==> src/rtl/sys_defs.sv <==
// sys_defs: shared fetch-path types, opcode constants and sizing
package sys_defs;
  localparam int FB_DEPTH = 4;
  localparam int OBQ_SIZE = 8;
  localparam int OBQ_IDX_W = $clog2(OBQ_SIZE) + 1;
  localparam logic [5:0] OP_JMP_IND = 6'h1A;
  localparam logic [5:0] OP_BR = 6'h30;
  localparam logic [5:0] OP_BSR = 6'h34;
  localparam logic [5:0] OP_CBR_LO = 6'h31;
  localparam logic [5:0] OP_CBR_HI = 6'h3F;
  typedef enum logic [1:0] {S_REQ, S_WAIT, S_BP, S_DROP} fetch_state_e;
  typedef struct packed {
    logic [31:0] inst;
    logic [31:0] pc;
    logic [31:0] npc;
    logic pred_taken;
    logic [OBQ_IDX_W-1:0] obq_index;
  } FB_ENTRY_T;
  // returns {is_branch, conditional, direct}
  function automatic logic [2:0] predecode(input logic [5:0] op);
    logic cond, direct;
    cond = op >= OP_CBR_LO && op <= OP_CBR_HI && op != OP_BSR;
    direct = cond || op == OP_BR || op == OP_BSR;
    return {direct || op == OP_JMP_IND, cond, direct};
  endfunction
endpackage

==> src/rtl/fetch_unit_if.sv <==
// fetch_unit_if: instruction-memory request/response bus
interface fetch_unit_if;
  logic proc2Imem_req;
  logic [31:0] proc2Imem_addr;
  logic Imem2proc_valid;
  logic [31:0] Imem2proc_data;
  modport master(output proc2Imem_req, proc2Imem_addr, input Imem2proc_valid, Imem2proc_data);
  modport slave(input proc2Imem_req, proc2Imem_addr, output Imem2proc_valid, Imem2proc_data);
endinterface

==> src/rtl/fetch_unit_buffer.sv <==
// fetch_buffer: circular FIFO of predecoded fetch entries with flush
module fetch_buffer #(
  parameter int DEPTH = sys_defs::FB_DEPTH
) (
  input  logic clock,
  input  logic reset,
  input  logic push,
  input  logic pop,
  input  logic flush,
  input  sys_defs::FB_ENTRY_T push_entry,
  output logic full,
  output logic empty,
  output sys_defs::FB_ENTRY_T head_entry
);
  import sys_defs::*;
  localparam int AW = $clog2(DEPTH);
  logic [AW-1:0] head_q, tail_q;
  logic [AW:0] count_q;
  FB_ENTRY_T mem_q [DEPTH];
  assign full = count_q == (AW+1)'(DEPTH);
  assign empty = count_q == '0;
  assign head_entry = mem_q[head_q];
  // flush drops everything by snapping head to tail; otherwise push/pop move the pointers
  always_ff @(posedge clock or negedge reset)
    if (!reset) begin
      head_q <= '0;
      tail_q <= '0;
      count_q <= '0;
      for (int i = 0; i < DEPTH; i++) mem_q[i] <= '0;
    end else if (flush) begin
      head_q <= tail_q;
      count_q <= '0;
    end else begin
      if (push) mem_q[tail_q] <= push_entry;
      if (push) tail_q <= tail_q + 1'b1;
      if (pop) head_q <= head_q + 1'b1;
      count_q <= count_q + (AW+1)'(push) - (AW+1)'(pop);
    end
endmodule

==> src/rtl/fetch_unit.sv <==
// fetch_unit: one-outstanding-request fetch FSM with predecode and predictor handshake
module fetch_unit #(
  parameter int FB_DEPTH = sys_defs::FB_DEPTH,
  parameter logic [31:0] RESET_PC = 32'h0
) (
  input  logic clock,
  input  logic reset,
  fetch_unit_if.master imem,
  output logic [31:0] if_pc_in,
  output logic if_en_branch,
  output logic if_cond_branch,
  output logic if_direct_branch,
  input  logic bp_next_pc_valid,
  input  logic [31:0] bp_next_pc,
  input  logic [sys_defs::OBQ_IDX_W-1:0] bp_next_pc_index,
  input  logic bp_next_pc_prediction,
  input  logic rt_mispredict,
  input  logic [31:0] rt_target_pc,
  input  logic id_ready,
  output logic fb_valid,
  output logic [31:0] fb_inst,
  output logic [31:0] fb_pc,
  output logic [31:0] fb_npc,
  output logic fb_pred_taken,
  output logic [sys_defs::OBQ_IDX_W-1:0] fb_obq_index
);
  import sys_defs::*;
  fetch_state_e state_q, state_d;
  logic [31:0] pc_q, pc_d, inst_q, inst_d, npc;
  logic [2:0] pd;
  logic push, pop, full, empty;
  FB_ENTRY_T push_entry, head;
  assign pd = predecode(imem.Imem2proc_data[31:26]);
  assign npc = bp_next_pc_valid ? bp_next_pc : pc_q + 32'd4;
  assign pop = !empty && id_ready && !rt_mispredict;
  assign imem.proc2Imem_addr = {pc_q[31:2], 2'b00};
  assign if_pc_in = pc_q;
  assign fb_valid = !empty;
  assign fb_inst = head.inst;
  assign fb_pc = head.pc;
  assign fb_npc = head.npc;
  assign fb_pred_taken = head.pred_taken;
  assign fb_obq_index = head.obq_index;
  fetch_buffer #(.DEPTH(FB_DEPTH)) u_fb (
    .clock(clock), .reset(reset), .push(push), .pop(pop), .flush(rt_mispredict),
    .push_entry(push_entry), .full(full), .empty(empty), .head_entry(head)
  );
  // next state, request strobe, predecode and push; a redirect overrides everything and
  // parks in S_DROP whenever a response is still owed by the memory
  always_comb begin
    state_d = state_q;
    pc_d = pc_q;
    inst_d = inst_q;
    push = 1'b0;
    push_entry = '{inst: imem.Imem2proc_data, pc: pc_q, npc: pc_q + 32'd4, pred_taken: 1'b0, obq_index: '0};
    imem.proc2Imem_req = 1'b0;
    {if_en_branch, if_cond_branch, if_direct_branch} = 3'b000;
    if (rt_mispredict) begin
      pc_d = rt_target_pc;
      state_d = (state_q == S_WAIT || state_q == S_DROP) && !imem.Imem2proc_valid ? S_DROP : S_REQ;
    end else begin
      unique case (state_q)
        S_REQ: if (!full) begin
          imem.proc2Imem_req = reset;
          state_d = S_WAIT;
        end
        S_WAIT: if (imem.Imem2proc_valid) begin
          {if_en_branch, if_cond_branch, if_direct_branch} = pd;
          inst_d = imem.Imem2proc_data;
          push = !pd[2];
          pc_d = pd[2] ? pc_q : pc_q + 32'd4;
          state_d = pd[2] ? S_BP : S_REQ;
        end
        S_BP: begin
          push = 1'b1;
          push_entry = '{inst: inst_q, pc: pc_q, npc: npc, pred_taken: bp_next_pc_prediction, obq_index: bp_next_pc_index};
          pc_d = npc;
          state_d = S_REQ;
        end
        S_DROP: state_d = imem.Imem2proc_valid ? S_REQ : S_DROP;
      endcase
    end
  end
  // FSM, PC and latched branch instruction
  always_ff @(posedge clock or negedge reset)
    if (!reset) begin
      state_q <= S_REQ;
      pc_q <= RESET_PC;
      inst_q <= '0;
    end else begin
      state_q <= state_d;
      pc_q <= pc_d;
      inst_q <= inst_d;
    end
endmodule

==> src/flat_wrapper.sv <==
// flat-port wrapper written by rule: the top's interface ports become plain ports
module fetch_unit_flat import sys_defs::*;
#(
  parameter int FB_DEPTH = sys_defs::FB_DEPTH,
  parameter logic [31:0] RESET_PC = 32'h0
)
  (clock, reset, if_pc_in, if_en_branch, if_cond_branch, if_direct_branch, bp_next_pc_valid, bp_next_pc, bp_next_pc_index, bp_next_pc_prediction, rt_mispredict, rt_target_pc, id_ready, fb_valid, fb_inst, fb_pc, fb_npc, fb_pred_taken, fb_obq_index, imem_proc2Imem_req, imem_proc2Imem_addr, imem_Imem2proc_valid, imem_Imem2proc_data);
  fetch_unit_if imem_i ();
  input  logic clock;
  input  logic reset;
  output logic [31:0] if_pc_in;
  output logic if_en_branch;
  output logic if_cond_branch;
  output logic if_direct_branch;
  input  logic bp_next_pc_valid;
  input  logic [31:0] bp_next_pc;
  input  logic [sys_defs::OBQ_IDX_W-1:0] bp_next_pc_index;
  input  logic bp_next_pc_prediction;
  input  logic rt_mispredict;
  input  logic [31:0] rt_target_pc;
  input  logic id_ready;
  output logic fb_valid;
  output logic [31:0] fb_inst;
  output logic [31:0] fb_pc;
  output logic [31:0] fb_npc;
  output logic fb_pred_taken;
  output logic [sys_defs::OBQ_IDX_W-1:0] fb_obq_index;
  output wire logic [$bits(imem_i.proc2Imem_req)-1:0] imem_proc2Imem_req;
  output wire logic [$bits(imem_i.proc2Imem_addr)-1:0] imem_proc2Imem_addr;
  input wire logic [$bits(imem_i.Imem2proc_valid)-1:0] imem_Imem2proc_valid;
  input wire logic [$bits(imem_i.Imem2proc_data)-1:0] imem_Imem2proc_data;
  assign imem_proc2Imem_req = imem_i.proc2Imem_req;
  assign imem_proc2Imem_addr = imem_i.proc2Imem_addr;
  assign imem_i.Imem2proc_valid = imem_Imem2proc_valid;
  assign imem_i.Imem2proc_data = imem_Imem2proc_data;
  fetch_unit #(.FB_DEPTH(FB_DEPTH), .RESET_PC(RESET_PC)) u_core (.clock(clock), .reset(reset), .imem(imem_i), .if_pc_in(if_pc_in), .if_en_branch(if_en_branch), .if_cond_branch(if_cond_branch), .if_direct_branch(if_direct_branch), .bp_next_pc_valid(bp_next_pc_valid), .bp_next_pc(bp_next_pc), .bp_next_pc_index(bp_next_pc_index), .bp_next_pc_prediction(bp_next_pc_prediction), .rt_mispredict(rt_mispredict), .rt_target_pc(rt_target_pc), .id_ready(id_ready), .fb_valid(fb_valid), .fb_inst(fb_inst), .fb_pc(fb_pc), .fb_npc(fb_npc), .fb_pred_taken(fb_pred_taken), .fb_obq_index(fb_obq_index));
endmodule
==> config.mk <==
export PLATFORM = sky130hd
export DESIGN_NAME = fetch_unit_flat
export DESIGN_NICKNAME = d
export VERILOG_FILES = /design/src/rtl/sys_defs.sv /design/src/rtl/fetch_unit_if.sv /design/src/rtl/fetch_unit_buffer.sv /design/src/rtl/fetch_unit.sv /design/src/flat_wrapper.sv
export SDC_FILE = /design/constraint.sdc
export NUM_CORES = 1
export LEC_CHECK = 0
export ABC_AREA = 0
export CAP_MARGIN = 0
export CORE_MARGIN = 4
export CORE_UTILIZATION = 55
export CTS_CLUSTER_DIAMETER = 30
export DETAILED_ROUTE_END_ITERATION = 10
export PLACE_DENSITY_LB_ADDON = 0.08
export SYNTH_ARGS = -nofsm -noshare
export SYNTH_HDL_FRONTEND = slang
export SYNTH_SLANG_ARGS = --single-unit
==> constraint.sdc <==
create_clock -name clock -period 2.6 [get_ports clock]
set_input_delay 0.26 -clock clock [delete_from_list [all_inputs] [get_ports clock]]
set_output_delay 0.26 -clock clock [all_outputs]
set_load 0.01 [all_outputs]
==> flow_metrics.env, run 1 <==
export IMPL_drt_iter0_drc=1301
export IMPL_wirelength_mm=65.27
export IMPL_htreeDepth=3
export IMPL_place_congestion=0.8989
export IMPL_avgViaCountPerCell=5.883
export IMPL_mostFrequentLayoutCell="dfrtp_1"
export IMPL_setup_viol=0
export IMPL_synth_edff_count=0
export IMPL_ys_warnings_count=0
export IMPL_clock_sinks=477
export IMPL_syn_inst=1897
export IMPL_maxSlewViolCount=0
export IMPL_synthFlopType="dfrtp_1"
export IMPL_dpl_cell_count=2630
export IMPL_instances_no_fill=2841
export IMPL_dieHeight_um=211.4
export IMPL_rsz0062_at_grt="yes"
export IMPL_critPathLaunchType="flip-flop"
export IMPL_finalHoldViolCount=0
export IMPL_r2r_start="u_core.state_q[0]"
export IMPL_core_area_um2=40830
export IMPL_avgSynthCellArea_um2=12.00
export IMPL_worst_pin_slew_ns=0.9680
export IMPL_outcome="completed"
export IMPL_antenna_found_initial=5
export IMPL_fillers=2704
export IMPL_syn_to_final_growth_pct=33.16
export IMPL_initial_utilization=0.5574
export IMPL_path_max_fanout=8
export IMPL_cts_tree="built"
export IMPL_final_layout_size_suffix_gt1_frac=0.3016
export IMPL_holdWs_ns=0.05210
export IMPL_fin_crit_sh=0.9825
export IMPL_grt_util_all_layers=0.2957
export IMPL_fin_util=0.7423
export IMPL_cp_cell_sequence="buf_6, clkbuf_16, mux4_2, dlygate4sd2_1"
export IMPL_relSlewSlack=0.3546
export IMPL_num_vias=16710
export IMPL_grt_max_degree=160
export IMPL_cts_clk_slew_worst_paths_ns=0.05
export IMPL_ys_ff_latch=477
export IMPL_fin_crit_ns=2.555
export IMPL_io_pins=277
export IMPL_cap_violations=0
export IMPL_overflow=0
export IMPL_leakage_nw=13.79
export IMPL_met1_usage=0.3981
export IMPL_gr_usage_met2=0.4794
export IMPL_root_buffer="clkbuf_16"
export IMPL_die_area_um2=44700
export IMPL_clkLatencyLatePin_ns=0.62
export IMPL_final_cell_mix="dfrtp_1 (475), nand2_1 (268), o21ai_0 (221), mux2_2 (199), clkdlybuf4s50_1 (167)"
export IMPL_die_w_um=211.4
export IMPL_reg2reg_depth=8
export IMPL_fin_nets=2340
export IMPL_ir_worst_vdd_mv=0.8202
export IMPL_reg2reg_to="u_core.u_fb.mem_q[217]"
export IMPL_skew_ns=0.01702
export IMPL_required_ns=2.34
export IMPL_placementRows=74
export IMPL_busiest_layer="met2"
export IMPL_cts_made_buffers=102
export IMPL_grt_pass1_vias=17880
export IMPL_crit_type="flip-flop to output port"
export IMPL_io_buffers=274
export IMPL_synth_cell_types=71
export IMPL_r2r_slack_ns=0.17
export IMPL_dp_hpwl_mm=42.49
export IMPL_wl_per_cell_um=22.98
export IMPL_clockBufferDepth=3
export IMPL_cp_top_family="buffers and inverters"
export IMPL_route_detailed_drc=0
export IMPL_max_stage_delay_ns=0.53
export IMPL_seq_area_frac_synth=0.5244
export IMPL_crit_path_top_delay_cell="mux4_2"
export IMPL_use_met3=0.06950
export IMPL_fmax_mhz=391.5
export IMPL_crit_arrival_ns=2.29
export IMPL_worst_path_buf_inv=3
export IMPL_power_density_nw_per_um2=1257
export IMPL_synthesis_area_um2=22760
export IMPL_grt_pass1_wl_mm=102.8
export IMPL_ant_nets=0
export IMPL_min_path_type="primary input to async pin"
export IMPL_drt_pass1_iterations=5
export IMPL_critPathCaptureType="output port"
export IMPL_async_flop_share=1.000
==> Yosys cell counts, types with 6 or more instances <==
master,n,area share
xor2_1,8,0.0031
dfrtp_1,477,0.52
a21oi_1,39,0.0086
mux4_2,101,0.10
buf_4,69,0.023
buf_2,59,0.013
o221ai_1,6,0.0023
xnor2_1,12,0.0046
nor2_1,70,0.012
mux2_1,19,0.0094
nor3_1,11,0.0024
a22o_1,14,0.0054
o31ai_1,24,0.0079
and2_1,7,0.0019
o211ai_1,6,0.0020
nand3_1,16,0.0035
a31oi_1,19,0.0052
nand2_1,268,0.044
mux2_2,199,0.098
nand4_1,8,0.0022
mux2i_1,40,0.018
clkbuf_1,75,0.012
inv_1,11,0.0018
or3_1,7,0.0019
o21ai_0,221,0.049
ha_1,12,0.0066
==> cells by family (layout without fill, tap and decap cells) <==
kind of cell	Yosys count	in the layout	share of synthesized area
flops	477	477	0.5244
buf+inv	227	637	0.05305
fa+ha+maj	13	13	0.007476
compound gates	376	376	0.09884
simple gates	424	424	0.08295
mux	359	359	0.2254
xor+xnor	20	20	0.007696
other cells	1	3	0.0001648
==> worst max path at each step <==
stage / from / end / slack (ns) / cells past startpoint
after floorplan: u_core.state_q[1] / u_core.u_fb.count_q[2] / 0.19 / 13
after global placement: imem_Imem2proc_data[26] / u_core.u_fb.count_q[2] / 0.04 / 11
after detailed placement: imem_Imem2proc_data[28] / u_core.u_fb.count_q[2] / 0.03 / 11
after CTS: u_core.u_fb.head_q[0] / fb_pc[6] / -0.003 / 5
after global routing: u_core.u_fb.head_q[0] / fb_inst[30] / -0.01 / 4
final: u_core.u_fb.head_q[0] / fb_npc[19] / 0.05 / 4
==> final cells by class <==
class / instances / area, µm² / area share
repair buffers: 432 / 4359 / 0.1438
well taps: 532 / 665.6 / 0.02196
multi-input cells: 1194 / 9649 / 0.3184
clock buffers: 124 / 2746 / 0.09062
clock inverters: 68 / 892.1 / 0.02943
inverters: 13 / 48.80 / 0.001610
flip-flops and latches: 477 / 11940 / 0.3941
diodes: 1 / 2.502 / 0.00008257
==> what timing repair did <==
action	CTS	global route
gates resized for setup	179	17
hold buffers	2	0
endpoints found under the hold margin	162	0
setup endpoints to repair	105	26
cloned	3	2
buffers inserted	11	0
==> sequential cells by signal (all words and copies together), names as in the netlist <==
signal / flops
u_core.u_fb.head_q: 2
u_core.inst_q: 32
u_core.u_fb.mem_q: 404
u_core.state_q: 2
u_core.u_fb.count_q: 3
u_core.if_pc_in: 32
u_core.u_fb.tail_q: 2
==> per-stage QoR <==
stage	cell area (µm²)	worst slack [ns]	power [W]	setup TNS, ns
floorplan	22760	0.1914	0.01896	0
global placement	26510	0.03948	0.02452	0
detailed placement	26510	0.02633	0.02491	0
CTS	30280	-0.003246	0.03824	-0.003246
global route	30310	-0.01471	0.04001	-0.02131
finish	30310	0.04540	0.03810	0
==> per-layer routing <==
| layer | wire length, µm | vias to the layer above | share of wire |
|---|---|---|---|
| met3 | 4504 | 131 | 0.069 |
| met4 | 2202 | 8 | 0.034 |
| met5 | 50 | - | 0.00077 |
| li1 | - | 7468 | - |
| met2 | 31710 | 632 | 0.49 |
| met1 | 26810 | 8475 | 0.41 |
==> power breakdown <==
group | internal, W | total (W) | switching [W]
Clock | 0.00906 | 0.0134 | 0.00434
Combinational | 0.00671 | 0.0131 | 0.00641
Sequential | 0.0101 | 0.0116 | 0.00152
Total | 0.0258 | 0.0381 | 0.0123
(Power assumes the default switching activity.)
==> run 2: changes to the inputs <==
- RECOVER_POWER: not set -> 100
==> run 2 against run 1 <==
Net effect: critical path type unchanged; the flow now finishes with violations (slew limit); clock power about the same; utilization decreased by 1.0 points; global-route usage stayed put.
==> flow_metrics.env, run 2 (same netlist as run 1, synthesis figures left out) <==
export IMPL_outcome="finished with violations"
export IMPL_violations="slew limit"
export IMPL_leakage_nw=13.59
export IMPL_grt_pass1_wl_mm=102.8
export IMPL_mostFrequentLayoutCell="dfrtp_1"
export IMPL_m1WireLength_mm=26.82
export IMPL_place_congestion=0.8989
export IMPL_required_ns=2.34
export IMPL_internal_power_w=0.02545
export IMPL_grt_max_degree=160
export IMPL_core_area_um2=40830
export IMPL_wirelength_mm=65.39
export IMPL_switchingPower_w=0.01223
export IMPL_instances_no_fill=2841
export IMPL_maxSlewViolCount=115
export IMPL_wl_per_cell_um=23.02
export IMPL_route_detailed_drc=0
export IMPL_dp_hpwl_mm=42.49
export IMPL_grt_util_all_layers=0.2957
export IMPL_clockBufferDepth=3
export IMPL_io_pins=277
export IMPL_final_layout_size_suffix_gt1_frac=0.2873
export IMPL_critPathLaunchType="flip-flop"
export IMPL_io_buffers=274
export IMPL_switching_share=0.3246
export IMPL_clock_sinks=477
export IMPL_overflow=0
export IMPL_htreeDepth=3
export IMPL_grt_pass1_vias=17880
export IMPL_clkLatencyLatePin_ns=0.62
export IMPL_fin_nets=2340
export IMPL_syn_to_final_growth_pct=31.36
export IMPL_relSlewSlack=-0.01555
export IMPL_dr_wl_met2_mm=31.84
export IMPL_antenna_found_initial=6
export IMPL_finalHoldViolCount=0
export IMPL_cts_tree="built"
export IMPL_dpl_cell_count=2630
export IMPL_largest_reg_flops=404
export IMPL_drt_pass1_iterations=7
export IMPL_worst_pin_slew_ns=1.523
export IMPL_path_max_fanout=8
export IMPL_cap_violations=0
export IMPL_avgViaCountPerCell=5.878
export IMPL_num_vias=16700
export IMPL_pwr_share_seq=0.307
export IMPL_cts_clk_slew_worst_paths_ns=0.05
export IMPL_pwr_share_comb=0.337
export IMPL_p_clk_frac=0.356
export IMPL_placementRows=74
export IMPL_reg2reg_depth=9
export IMPL_fin_util=0.7322
export IMPL_dieHeight_um=211.4
export IMPL_fin_crit_sh=0.9835
export IMPL_highest_layer="met5"
export IMPL_skew_ns=0.01718
export IMPL_crit_type="flip-flop to output port"
export IMPL_initial_utilization=0.5574
export IMPL_met3_length_mm=4.601
export IMPL_ir_worst_vdd_mv=0.8196
export IMPL_critPathCaptureType="output port"
export IMPL_setup_viol=0
export IMPL_fin_crit_ns=2.557
export IMPL_tns_ns=0
export IMPL_cts_made_buffers=102
export IMPL_drt_iter0_drc=1235
export IMPL_final_cell_mix="dfrtp_1 (475), nand2_1 (268), o21ai_0 (221), mux2_2 (197), clkdlybuf4s50_1 (114)"
export IMPL_min_path_type="primary input to async pin"
export IMPL_fmax_mhz=391.1
export IMPL_rsz0062_at_grt="yes"
export IMPL_ant_nets=0
export IMPL_root_buffer="clkbuf_16"
export IMPL_regMostFlops="u_core.u_fb.mem_q"
export IMPL_die_area_um2=44700
export IMPL_power_density_nw_per_um2=1260
export IMPL_die_w_um=211.4
export IMPL_crit_arrival_ns=2.30
-- run 2: cell types whose count changed in the layout (fill, tap and decap cells not counted), moves of 3 or more --
cell,before,now
buf_4,106,74
clkbuf_1,12,34
clkbuf_2,4,26
buf_2,14,10
buf_16,4,1
buf_12,35,21
clkdlybuf4s50_1,167,114
dlygate4sd3_1,2,55
buf_6,8,11
clkbuf_4,0,5
-- run 2: worst paths after layout --
path | slack [ns] | from | end
worst max-delay path | 0.04 | u_core.u_fb.head_q[0] | fb_pc[9]
worst min-delay path | 0.05 | reset | u_core.u_fb.mem_q[178]
worst max register to register | 0.11 | u_core.state_q[0] | u_core.u_fb.mem_q[115]
worst min register to register | 0.47 | u_core.u_fb.mem_q[174] | u_core.u_fb.mem_q[174]
max in group asynchronous | 0.37 | reset | u_core.u_fb.mem_q[320]
min in group clock | 0.20 | rt_target_pc[4] | u_core.if_pc_in[4]
-- run 2: cell type report --
cell class              instances  area (µm²)
diodes                          1       2.502
clock buffers                 124        2746
clock inverters                68       892.1
fillers                      2787       10930
inverters                      13       48.80
multi-input cells            1194        9598
flip-flops and latches        477       11940
well taps                     532       665.6
repair buffers                432        4001
-- run 2: metal layers --
metal,vias up,GRT usage
li1,7469,-
met1,8486,0.3981
met2,615,0.4794
met3,122,0.06950
met4,8,0.1028
met5,-,0
-- run 2: power groups by stage --
stage	clock [W]	combinational, W	sequential (W)
3_5_place_dp	0	0.0133	0.0116
2_1_floorplan	0	0.00789	0.0111
5_1_grt	0.0140	0.0137	0.0119
6_report	0.0134	0.0127	0.0116
3_3_place_gp	0	0.0131	0.0114
4_1_cts	0.0135	0.0132	0.0115
-- run 2: stage by stage --
step / cell area (µm²) / hold WS, ns / power [W] / setup WS, ns
4_1_cts: 30280 / 0.03624 / 0.03824 / -0.003246
3_3_place_gp: 26510 / 0.08730 / 0.02452 / 0.03948
5_1_grt: 29900 / 0.04388 / 0.03957 / -0.01471
2_1_floorplan: 22760 / -0.03559 / 0.01896 / 0.1914
6_report: 29900 / 0.04721 / 0.03769 / 0.04282
3_5_place_dp: 26510 / 0.09128 / 0.02491 / 0.02633
-- run 2: worst max-delay path: stages, from the launching register on --
cell and delay (ns):
dfrtp_4 0.49, buf_6 0.16, buf_8 0.15, buf_4 0.12, mux4_2 0.57, buf_2 0.18
-- run 2: repair_timing --
action / in CTS / in global routing
hold buffers: 2 / 0
gates cloned: 3 / 2
gates resized for setup: 179 / 17
endpoints found under the setup margin: 105 / 26
hold endpoints to repair: 162 / 0
setup buffers: 11 / 0
==> run 3: changes to the inputs <==
- HOLD_SLACK_MARGIN: not set -> 0.06
==> run 3 against run 2 <==
Net effect: the run now ends clean; non-clock buffer count grew 1; die area is the same; utilization is essentially flat; clock power is essentially flat; via count grew 0.32%; register-to-register slack is essentially flat; worst hold slack gained 0.16 ns; power is essentially flat; first-iteration DRC count shrank 1.1%; flip-flop and latch count is the same; largest cell class unchanged; largest power group unchanged; highest routed layer unchanged.
==> flow_metrics.env, run 3 (same netlist as run 1, synthesis figures left out) <==
export IMPL_regMostFlops="u_core.u_fb.mem_q"
export IMPL_cts_clk_slew_worst_paths_ns=0.05
export IMPL_cap_violations=0
export IMPL_worst_pin_slew_ns=1.467
export IMPL_setup_slack_ns=0.04352
export IMPL_core_area_um2=40830
export IMPL_critPathCaptureType="output port"
export IMPL_placementRows=74
export IMPL_syn_to_final_growth_pct=31.37
export IMPL_dp_hpwl_mm=42.49
export IMPL_clockBufferDepth=3
export IMPL_num_vias=16750
export IMPL_place_congestion=0.8989
export IMPL_fin_nets=2341
export IMPL_clkLatencyLatePin_ns=0.62
export IMPL_grt_pass1_vias=17900
export IMPL_path_max_fanout=8
export IMPL_cts_tree="built"
export IMPL_mostFrequentLayoutCell="dfrtp_1"
export IMPL_power_density_nw_per_um2=1260
export IMPL_cp_cell_sequence="buf_6, buf_8, buf_4, mux4_2, buf_2"
export IMPL_max_stage_delay_ns=0.57
export IMPL_pre_cts_ws_ns=0.02633
export IMPL_wl_per_cell_um=22.95
export IMPL_initial_utilization=0.5574
export IMPL_cts_made_buffers=102
export IMPL_die_area_um2=44700
export IMPL_clock_sinks=477
export IMPL_ir_worst_vdd_mv=0.8213
export IMPL_fin_crit_ns=2.556
export IMPL_critPathLaunchType="flip-flop"
export IMPL_crit_type="flip-flop to output port"
export IMPL_io_buffers=274
export IMPL_drt_pass1_iterations=5
export IMPL_setup_viol=0
export IMPL_multi_input_area_um2=9598
export IMPL_wirelength_mm=65.23
export IMPL_drt_iter0_drc=1222
export IMPL_grt_pass1_wl_mm=102.9
export IMPL_skew_ns=0.01577
export IMPL_tns_ns=0
export IMPL_largest_reg_flops=404
export IMPL_leakage_nw=13.59
export IMPL_final_layout_size_suffix_gt1_frac=0.2867
export IMPL_grt_util_all_layers=0.2959
export IMPL_grt_max_degree=160
export IMPL_dieHeight_um=211.4
export IMPL_outcome="completed"
export IMPL_seqCellArea_um2=11940
export IMPL_rsz0062_at_grt="yes"
export IMPL_min_path_type="primary input to flip-flop"
export IMPL_reg2reg_depth=9
export IMPL_overflow=0
export IMPL_avgViaCountPerCell=5.895
export IMPL_antenna_found_initial=6
export IMPL_fin_util=0.7323
export IMPL_route_detailed_drc=0
export IMPL_die_w_um=211.4
export IMPL_final_cell_mix="dfrtp_1 (475), nand2_1 (268), o21ai_0 (221), mux2_2 (197), clkdlybuf4s50_1 (114)"
export IMPL_ant_nets=0
export IMPL_crit_path_top_delay_cell="mux4_2"
export IMPL_required_ns=2.34
export IMPL_whs_path_depth=3
export IMPL_relSlewSlack=0.02219
export IMPL_fmax_mhz=391.2
export IMPL_io_pins=277
export IMPL_fillers=2789
export IMPL_maxSlewViolCount=0
export IMPL_root_buffer="clkbuf_16"
export IMPL_htreeDepth=3
export IMPL_crit_arrival_ns=2.30
export IMPL_fin_crit_sh=0.9833
export IMPL_finalHoldViolCount=0
## run 3: changes by cell type in the layout (fill, tap and decap cells not counted)
cell	change
clkbuf_1	+1
clkbuf_4	-1
dlygate4sd3_1	+1
buf_6	+1
buf_8	-1
## run 3: per-layer routing
metal  global-route usage  routed length [µm]  vias to the layer above
li1                     -                   -                     7489
met1               0.3982               26760                     8539
met2               0.4787               31740                      597
met3              0.06995                4562                      121
met4               0.1046                2118                        8
met5                    0                  50                        -
## run 3: final timing paths
path / from / to / slack [ns]
max: u_core.u_fb.head_q[0] / fb_pc[9] / 0.04
min in group asynchronous: reset / u_core.u_fb.mem_q[371] / 0.62
min reg2reg: u_core.u_fb.mem_q[197] / u_core.u_fb.mem_q[197] / 0.47
max in group asynchronous: reset / u_core.u_fb.mem_q[202] / 0.43
max reg2reg: u_core.state_q[0] / u_core.u_fb.mem_q[115] / 0.10
min: rt_target_pc[4] / u_core.if_pc_in[4] / 0.20
## run 3: timing repair
| action | CTS | global route |
|---|---|---|
| gates resized for setup | 179 | 17 |
| setup endpoints to repair | 105 | 26 |
| cloned | 3 | 2 |
| buffers inserted | 11 | 0 |
| hold endpoints to repair | 242 | 0 |
| hold buffers | 3 | 0 |
## run 3: final cells by class
type | instances | share of cell area
Clock buffer | 124 | 0.09185
Timing Repair Buffer | 433 | 0.1339
Tap cell | 532 | 0.02226
Antenna cell | 1 | 0.00008369
Inverter | 13 | 0.001632
Multi-Input combinational cell | 1194 | 0.3210
Sequential cell | 477 | 0.3994
Clock inverter | 68 | 0.02984
## run 3: critical path, delay by kind of cell (launching register included)
family / cells / cell delay [ns]
buffers and inverters: 4 / 0.61
multiplexers: 1 / 0.57
flip-flops: 1 / 0.49
## run 3: where the power goes
part           internal [W]  leakage (nW)  switching (W)
sequential           0.0101          6.27        0.00152
combinational       0.00634          5.61        0.00635
clock               0.00906          1.71        0.00434
## run 3: metrics by stage
| stage | area (µm²) | cells | hold slack [ns] | total power [W] |
|---|---|---|---|---|
| after floorplan | 22760 | 1898 | -0.03559 | 0.01896 |
| after global placement | 26510 | 2630 | 0.08730 | 0.02452 |
| after detailed placement | 26510 | 2630 | 0.09128 | 0.02491 |
| after CTS | 30290 | 2839 | 0.1885 | 0.03824 |
| after global routing | 29900 | 2841 | 0.2126 | 0.03957 |
| final | 29900 | 2842 | 0.2041 | 0.03766 |
